**src/rtl/dmem_port_ctrl.sv**
```systemverilog
// -----------------------------------------------------------------------------
// dmem_port_ctrl
//
// Data-memory port controller for port B of the core's byte-writable block RAM.
// Two requesters share the port: the core load/store unit and the word-oriented
// program loader. One transaction is in flight at a time and it walks
// IDLE -> ISSUE -> RESP -> IDLE, giving one access every three cycles.
//
// Core accesses are translated from RV32 load/store semantics (funct3 plus byte
// address) into a word address, byte-lane write enables and lane-replicated
// write data. Load data is lane-selected and sign/zero extended in RESP.
// Illegal funct3, misaligned and out-of-range core accesses still take the
// 3-cycle path but never enable the RAM, and answer with an error response.
//
// Ports:
//   clk, rst               clock, synchronous active-high reset
//   i_core_req_*/o_core_*  core request (valid/ready, we, funct3, addr, wdata)
//                          and response (valid strobe, err, formatted rdata)
//   i_ldr_req_*/o_ldr_*    loader request (valid/ready, we, word addr, wdata,
//                          wstrb) and response (valid strobe, raw rdata)
//   o_ram_*, i_ram_dout    RAM port B; read data is registered, read-first,
//                          one cycle after the enabled edge
// -----------------------------------------------------------------------------
module dmem_port_ctrl #(
  parameter int unsigned ADDR_WIDTH = 13
) (
  input  logic                  clk,
  input  logic                  rst,
  // Core requester
  input  logic                  i_core_req_valid,
  output logic                  o_core_req_ready,
  input  logic                  i_core_we,
  input  logic [2:0]            i_core_funct3,
  input  logic [31:0]           i_core_addr,
  input  logic [31:0]           i_core_wdata,
  output logic                  o_core_rsp_valid,
  output logic                  o_core_rsp_err,
  output logic [31:0]           o_core_rdata,
  // Loader requester
  input  logic                  i_ldr_req_valid,
  output logic                  o_ldr_req_ready,
  input  logic                  i_ldr_we,
  input  logic [ADDR_WIDTH-1:0] i_ldr_addr,
  input  logic [31:0]           i_ldr_wdata,
  input  logic [3:0]            i_ldr_wstrb,
  output logic                  o_ldr_rsp_valid,
  output logic [31:0]           o_ldr_rdata,
  // RAM port B
  output logic                  o_ram_en,
  output logic [3:0]            o_ram_we,
  output logic [ADDR_WIDTH-1:0] o_ram_addr,
  output logic [31:0]           o_ram_din,
  input  logic [31:0]           i_ram_dout
);

  typedef enum logic [1:0] {
    StIdle  = 2'd0,
    StIssue = 2'd1,
    StResp  = 2'd2
  } state_t;

  // ---------------------------------------------------------------------------
  // State and captured request
  // ---------------------------------------------------------------------------
  state_t                r_state;
  logic                  r_last_core;    // 1 = core held the most recent grant
  logic                  r_is_core;      // current transaction belongs to core
  logic                  r_we;
  logic                  r_err;
  logic [2:0]            r_funct3;
  logic [1:0]            r_lane;         // core byte offset within the word
  logic                  r_ram_en;
  logic [3:0]            r_ram_we;
  logic [ADDR_WIDTH-1:0] r_ram_addr;
  logic [31:0]           r_ram_din;
  logic                  r_core_rsp_valid;
  logic                  r_ldr_rsp_valid;

  // ---------------------------------------------------------------------------
  // Arbitration
  // ---------------------------------------------------------------------------
  logic w_idle;
  logic w_grant_core;
  logic w_grant_ldr;
  logic w_core_hs;
  logic w_ldr_hs;

  always_comb begin
    w_idle       = (r_state == StIdle) && !rst;
    // On a tie the requester that did not win last time goes first.
    w_grant_core = i_core_req_valid && (!i_ldr_req_valid || !r_last_core);
    w_grant_ldr  = i_ldr_req_valid && !w_grant_core;
    w_core_hs    = w_idle && w_grant_core;
    w_ldr_hs     = w_idle && w_grant_ldr;
  end

  assign o_core_req_ready = w_core_hs;
  assign o_ldr_req_ready  = w_ldr_hs;

  // ---------------------------------------------------------------------------
  // Core request decode: error check, lane enables, replicated store data
  // ---------------------------------------------------------------------------
  logic                  w_illegal;
  logic                  w_misaligned;
  logic                  w_out_of_range;
  logic                  w_core_err;
  logic [3:0]            w_core_lanes;
  logic [31:0]           w_core_din;
  logic [ADDR_WIDTH-1:0] w_core_waddr;

  always_comb begin
    w_illegal = 1'b0;
    if (i_core_we) begin
      w_illegal = (i_core_funct3 > 3'b010);
    end else begin
      w_illegal = (i_core_funct3 == 3'b011) || (i_core_funct3 == 3'b110) ||
                  (i_core_funct3 == 3'b111);
    end

    w_misaligned = ((i_core_funct3[1:0] == 2'b01) && i_core_addr[0]) ||
                   ((i_core_funct3[1:0] == 2'b10) && (i_core_addr[1:0] != 2'b00));

    // Any byte address beyond the RAM's 4 * 2**ADDR_WIDTH bytes is rejected.
    w_out_of_range = ((i_core_addr >> (ADDR_WIDTH + 2)) != 32'd0);

    w_core_err = w_illegal || w_misaligned || w_out_of_range;
  end

  always_comb begin
    w_core_lanes = 4'b0000;
    w_core_din   = 32'd0;
    unique case (i_core_funct3[1:0])
      2'b00: begin
        w_core_lanes = 4'b0001 << i_core_addr[1:0];
        w_core_din   = {4{i_core_wdata[7:0]}};
      end
      2'b01: begin
        w_core_lanes = i_core_addr[1] ? 4'b1100 : 4'b0011;
        w_core_din   = {2{i_core_wdata[15:0]}};
      end
      default: begin
        w_core_lanes = 4'b1111;
        w_core_din   = i_core_wdata;
      end
    endcase
  end

  assign w_core_waddr = i_core_addr[ADDR_WIDTH+1:2];

  // ---------------------------------------------------------------------------
  // Load data formatting (RESP cycle, straight from the RAM output register)
  // ---------------------------------------------------------------------------
  logic [31:0] w_shifted;
  logic [7:0]  w_byte;
  logic [15:0] w_half;
  logic [31:0] w_load_fmt;

  always_comb begin
    w_shifted  = i_ram_dout >> {r_lane, 3'b000};
    w_byte     = w_shifted[7:0];
    w_half     = r_lane[1] ? i_ram_dout[31:16] : i_ram_dout[15:0];
    w_load_fmt = i_ram_dout;
    unique case (r_funct3)
      3'b000:  w_load_fmt = {{24{w_byte[7]}}, w_byte};
      3'b001:  w_load_fmt = {{16{w_half[15]}}, w_half};
      3'b100:  w_load_fmt = {24'd0, w_byte};
      3'b101:  w_load_fmt = {16'd0, w_half};
      default: w_load_fmt = i_ram_dout;
    endcase
  end

  // ---------------------------------------------------------------------------
  // FSM with registered RAM controls and response strobes
  // ---------------------------------------------------------------------------
  always_ff @(posedge clk) begin
    if (rst) begin
      r_state          <= StIdle;
      r_last_core      <= 1'b0;
      r_is_core        <= 1'b0;
      r_we             <= 1'b0;
      r_err            <= 1'b0;
      r_funct3         <= 3'd0;
      r_lane           <= 2'd0;
      r_ram_en         <= 1'b0;
      r_ram_we         <= 4'd0;
      r_ram_addr       <= '0;
      r_ram_din        <= 32'd0;
      r_core_rsp_valid <= 1'b0;
      r_ldr_rsp_valid  <= 1'b0;
    end else begin
      unique case (r_state)
        StIdle: begin
          if (w_core_hs) begin
            r_state     <= StIssue;
            r_last_core <= 1'b1;
            r_is_core   <= 1'b1;
            r_we        <= i_core_we;
            r_err       <= w_core_err;
            r_funct3    <= i_core_funct3;
            r_lane      <= i_core_addr[1:0];
            // Rejected accesses keep the RAM port completely quiet.
            r_ram_en    <= !w_core_err;
            r_ram_we    <= (!w_core_err && i_core_we) ? w_core_lanes : 4'd0;
            r_ram_addr  <= w_core_err ? '0 : w_core_waddr;
            r_ram_din   <= (!w_core_err && i_core_we) ? w_core_din : 32'd0;
          end else if (w_ldr_hs) begin
            r_state     <= StIssue;
            r_last_core <= 1'b0;
            r_is_core   <= 1'b0;
            r_we        <= i_ldr_we;
            r_err       <= 1'b0;
            r_funct3    <= 3'd0;
            r_lane      <= 2'd0;
            r_ram_en    <= 1'b1;
            r_ram_we    <= i_ldr_we ? i_ldr_wstrb : 4'd0;
            r_ram_addr  <= i_ldr_addr;
            r_ram_din   <= i_ldr_we ? i_ldr_wdata : 32'd0;
          end
        end
        StIssue: begin
          r_state          <= StResp;
          r_ram_en         <= 1'b0;
          r_ram_we         <= 4'd0;
          r_ram_addr       <= '0;
          r_ram_din        <= 32'd0;
          r_core_rsp_valid <= r_is_core;
          r_ldr_rsp_valid  <= !r_is_core;
        end
        StResp: begin
          r_state          <= StIdle;
          r_core_rsp_valid <= 1'b0;
          r_ldr_rsp_valid  <= 1'b0;
        end
        default: begin
          r_state <= StIdle;
        end
      endcase
    end
  end

  // ---------------------------------------------------------------------------
  // Outputs. rst gates everything combinationally so that a reset landing in
  // ISSUE cannot produce a partial write and one landing in RESP drops the
  // response.
  // ---------------------------------------------------------------------------
  always_comb begin
    o_ram_en   = r_ram_en && !rst;
    o_ram_we   = rst ? 4'd0 : r_ram_we;
    o_ram_addr = rst ? '0 : r_ram_addr;
    o_ram_din  = rst ? 32'd0 : r_ram_din;

    o_core_rsp_valid = r_core_rsp_valid && !rst;
    o_core_rsp_err   = o_core_rsp_valid && r_err;
    o_core_rdata     = (o_core_rsp_valid && !r_err && !r_we) ? w_load_fmt : 32'd0;

    o_ldr_rsp_valid  = r_ldr_rsp_valid && !rst;
    o_ldr_rdata      = (o_ldr_rsp_valid && !r_we) ? i_ram_dout : 32'd0;
  end

endmodule

```
**config.mk**
```make
export PLATFORM = sky130hd
export DESIGN_NAME = dmem_port_ctrl
export DESIGN_NICKNAME = d
export VERILOG_FILES = /design/src/rtl/dmem_port_ctrl.sv
export SDC_FILE = /design/constraint.sdc
export NUM_CORES = 1
export LEC_CHECK = 0
export BUFFER_PORTS_ARGS = -buffer_cell sky130_fd_sc_hd__buf_2
export CORE_AREA = 5 5 103 105
export CTS_CLUSTER_DIAMETER = 60
export DETAILED_ROUTE_END_ITERATION = 12
export DIE_AREA = 0 0 108 110
export PLACE_DENSITY = 0.78
export SETUP_SLACK_MARGIN = 0.3
export SLEW_MARGIN = 10
export SYNTH_ARGS = -nofsm -noshare
export SYNTH_HDL_FRONTEND = slang
export SYNTH_SLANG_ARGS = --single-unit
```
**constraint.sdc**
```tcl
create_clock -name clk -period 4.38 [get_ports clk]
set_clock_uncertainty 0.1 [all_clocks]
set_input_delay 0.438 -clock clk [delete_from_list [all_inputs] [get_ports clk]]
set_output_delay 0.438 -clock clk [all_outputs]
set_load 0.005 [all_outputs]
```
==> qor.csv <==
metric,value,unit
largest family of logic cells by synthesized area,simple AND/OR/NAND/NOR gates,
GRT Total Usage,25.28,%
Leak,2.809,nW
maxcap violations,0,
VDD IR-drop max,0.0001666,V
Slew Limit Fails,0,
worst skew pair latency,330,ps
initial antenna violation count,0,
FMAX,330.3,MHz
vias in the first global route,4859,
most frequent cell after synthesis,nor2b_1,
ant diodes,0,
fillcell total,903,
CP Buf/Inv Count,1,
Post-Place Worst Slack,1642,ps
fraction of the mapped netlist area in adder cells,1.231,%
"slowest stage cell, crit path",dfxtp_1,
register area share after synthesis,30.53,%
area delta synth->final,38.84,%
crit path max fanout,20,
via/cell ratio,5.520,
hold buffer count at cts,0,
unrepaired setup endpoints after global routing,false,
"most used cell, CP",mux2i_1,
Worst-path clk slew,70,ps
Worst Slack Setup Final,1352,ps
post-synthesis mux area share,7.171,%
number of port buffers,272,
CTS Buf Count,9,
setup TNS,0,ps
post-synth top area cell,dfxtp_1,
Critical Path Start Type,flop,
final count of hold timing violations,0,
Crit Path Class,reg -> out,
post-route ant nets,0,
crit path cell chain,"mux2i_1, mux2i_1, a21oi_1, a221oi_1, buf_2",
CTS tree,done,
dominant cells by area after synthesis,"dfxtp_1, nor2b_1, a22oi_1, and2_1, mux2i_1",
minimum clock period after layout,3028,ps
DR vias,5012,
clk sink count,62,
Core ar.,9549,sq um
Worst path max stage delay,740,ps
CTS H-tree lvls,3,
IO Pins,273,
CP arrival,2490,ps
async set-or-reset flop fraction in the synthesized netlist,0,%
cell count after synthesis,522,
mapped cell area,4065,sq um
Synth Area in XOR/XNOR,0,%
hold crit path type,in -> reg,
CTS max path bufs,2,
period utilization,69.13,%
die area,11880,sq um
DRC viols,0,
largest net degree at the start of global routing,51,
Starting Density,42.57,%
worst hold slack,225.8,ps
Non-Filler Instances,908,
ratio of cells with drive above 1 in the final layout,38.45,%
Seq cells post-synth,62,
Die W,108,um
top-area cell type share of the netlist area,30.53,%
PostCTS Resize Cnt,0,
number of synthesized flops with an enable pin,0,
Pre-Repair DR Iteration Count,5,
syn_area_per_cell,7.788,sq um
setup violators final,0,
cell row count,36,
Post-CTS Setup Repair Bufs,0,
WL final,15.73,mm
Placed Cells,892,
top post-synthesis cells by count,"nor2b_1, dfxtp_1, and2_1",
Die Ht,110,um
Crit path max-delay family,compound AO/OA/AOI/OAI gates,
status,completed,
Synth cell types,46,
Syn. warnings,0,
wire per inst,17.33,um
Slew headroom,17.51,%
Post-synth top flop,dfxtp_1,
"Data required, critical path",3840,ps
# nets final,928,
complex-gate fraction of the synthesized area,24.16,%
drt first-iter violations,374,
Post-Synth Simple-Gate Area,30.84,%
GR Overflow Total,0,
first-pass GRT wire length,23.83,mm
r2r setup slk,1640,ps
Worst Max-Slew Pin Slew,1233,ps
Setup crit end kind,output port,
routability cong.,0.9172,
DP HPWL,12.34,mm
Mapped Nets,680,
pwr/cell area,294.6,nW/um^2
Root Buffer,clkbuf_8,
## flip-flops by register name, indices dropped and copies added (netlist names)
register          cells
r_state               2
r_we                  1
r_funct3              3
r_is_core             1
r_err                 1
r_lane                2
r_ram_en              1
r_ram_we              4
r_ldr_rsp_valid       1
r_ram_din            32
r_core_rsp_valid      1
r_ram_addr           13
## layout by cell type, fill, tap and decap left out, types with 5 or more instances in the layout
master and count:
mux2i_1 28, o31ai_1 8, a221o_1 13, o21ai_1 30
clkbuf_8 10, a21oi_1 21, nor2_1 30, a221oi_1 8
nor2b_1 71, dfxtp_1 62, nand2_1 30, inv_1 16
buf_4 5, buf_2 272, nor3_1 25, a22oi_1 42
and2_1 46, o22ai_1 7, o21ai_0 8
## layout make-up
cell class | count | area, sq um | area share, %
clock inverters | 4 | 22.52 | 0.3990
multi-input cells | 404 | 2610 | 46.24
inverters | 16 | 60.06 | 1.064
flip-flops and latches | 62 | 1241 | 21.99
well taps | 133 | 166.4 | 2.948
clock buffers | 12 | 145.1 | 2.571
repair buffers | 277 | 1399 | 24.78
## report_power, final
part	switching, mW	internal (mW)
clock	0.218	0.218
sequential	0.0324	0.626
combinational	0.315	0.252
total	0.566	1.10
## kinds of logic (layout without fill, tap and decap cells)
kind of cell,count (synthesis),after routing
buf+inv,56,309
flops,62,62
simple gates,226,226
fa+ha+maj,4,4
mux,29,29
compound gates,145,145
## routing by layer
layer,vias to the layer above,global-route usage [%],wire (um)
met2,304,48.13,8060
li1,2353,-,-
met5,-,0,0
met3,38,4.659,1380
met1,2317,27.58,5832
met4,0,10.10,460
## through the flow
stage	power (mW)	instance area, sq um	utilization, %
after global routing	1.758	5644	59.11
after floorplan	0.9996	4065	-
after CTS	1.671	5644	59.11
after global placement	1.217	5477	57.35
final	1.663	5644	59.11
after detailed placement	1.235	5477	57.35
## final timing paths
kind         cells past startpoint                to              from
max                              5  o_core_rdata[14]         r_lane[1]
min                              2     r_ram_addr[5]     i_ldr_addr[5]
max reg2reg                      6     r_ram_din[24]        r_state[0]
min reg2reg                      2  r_core_rsp_valid  r_core_rsp_valid
(Power assumes the default switching activity.)
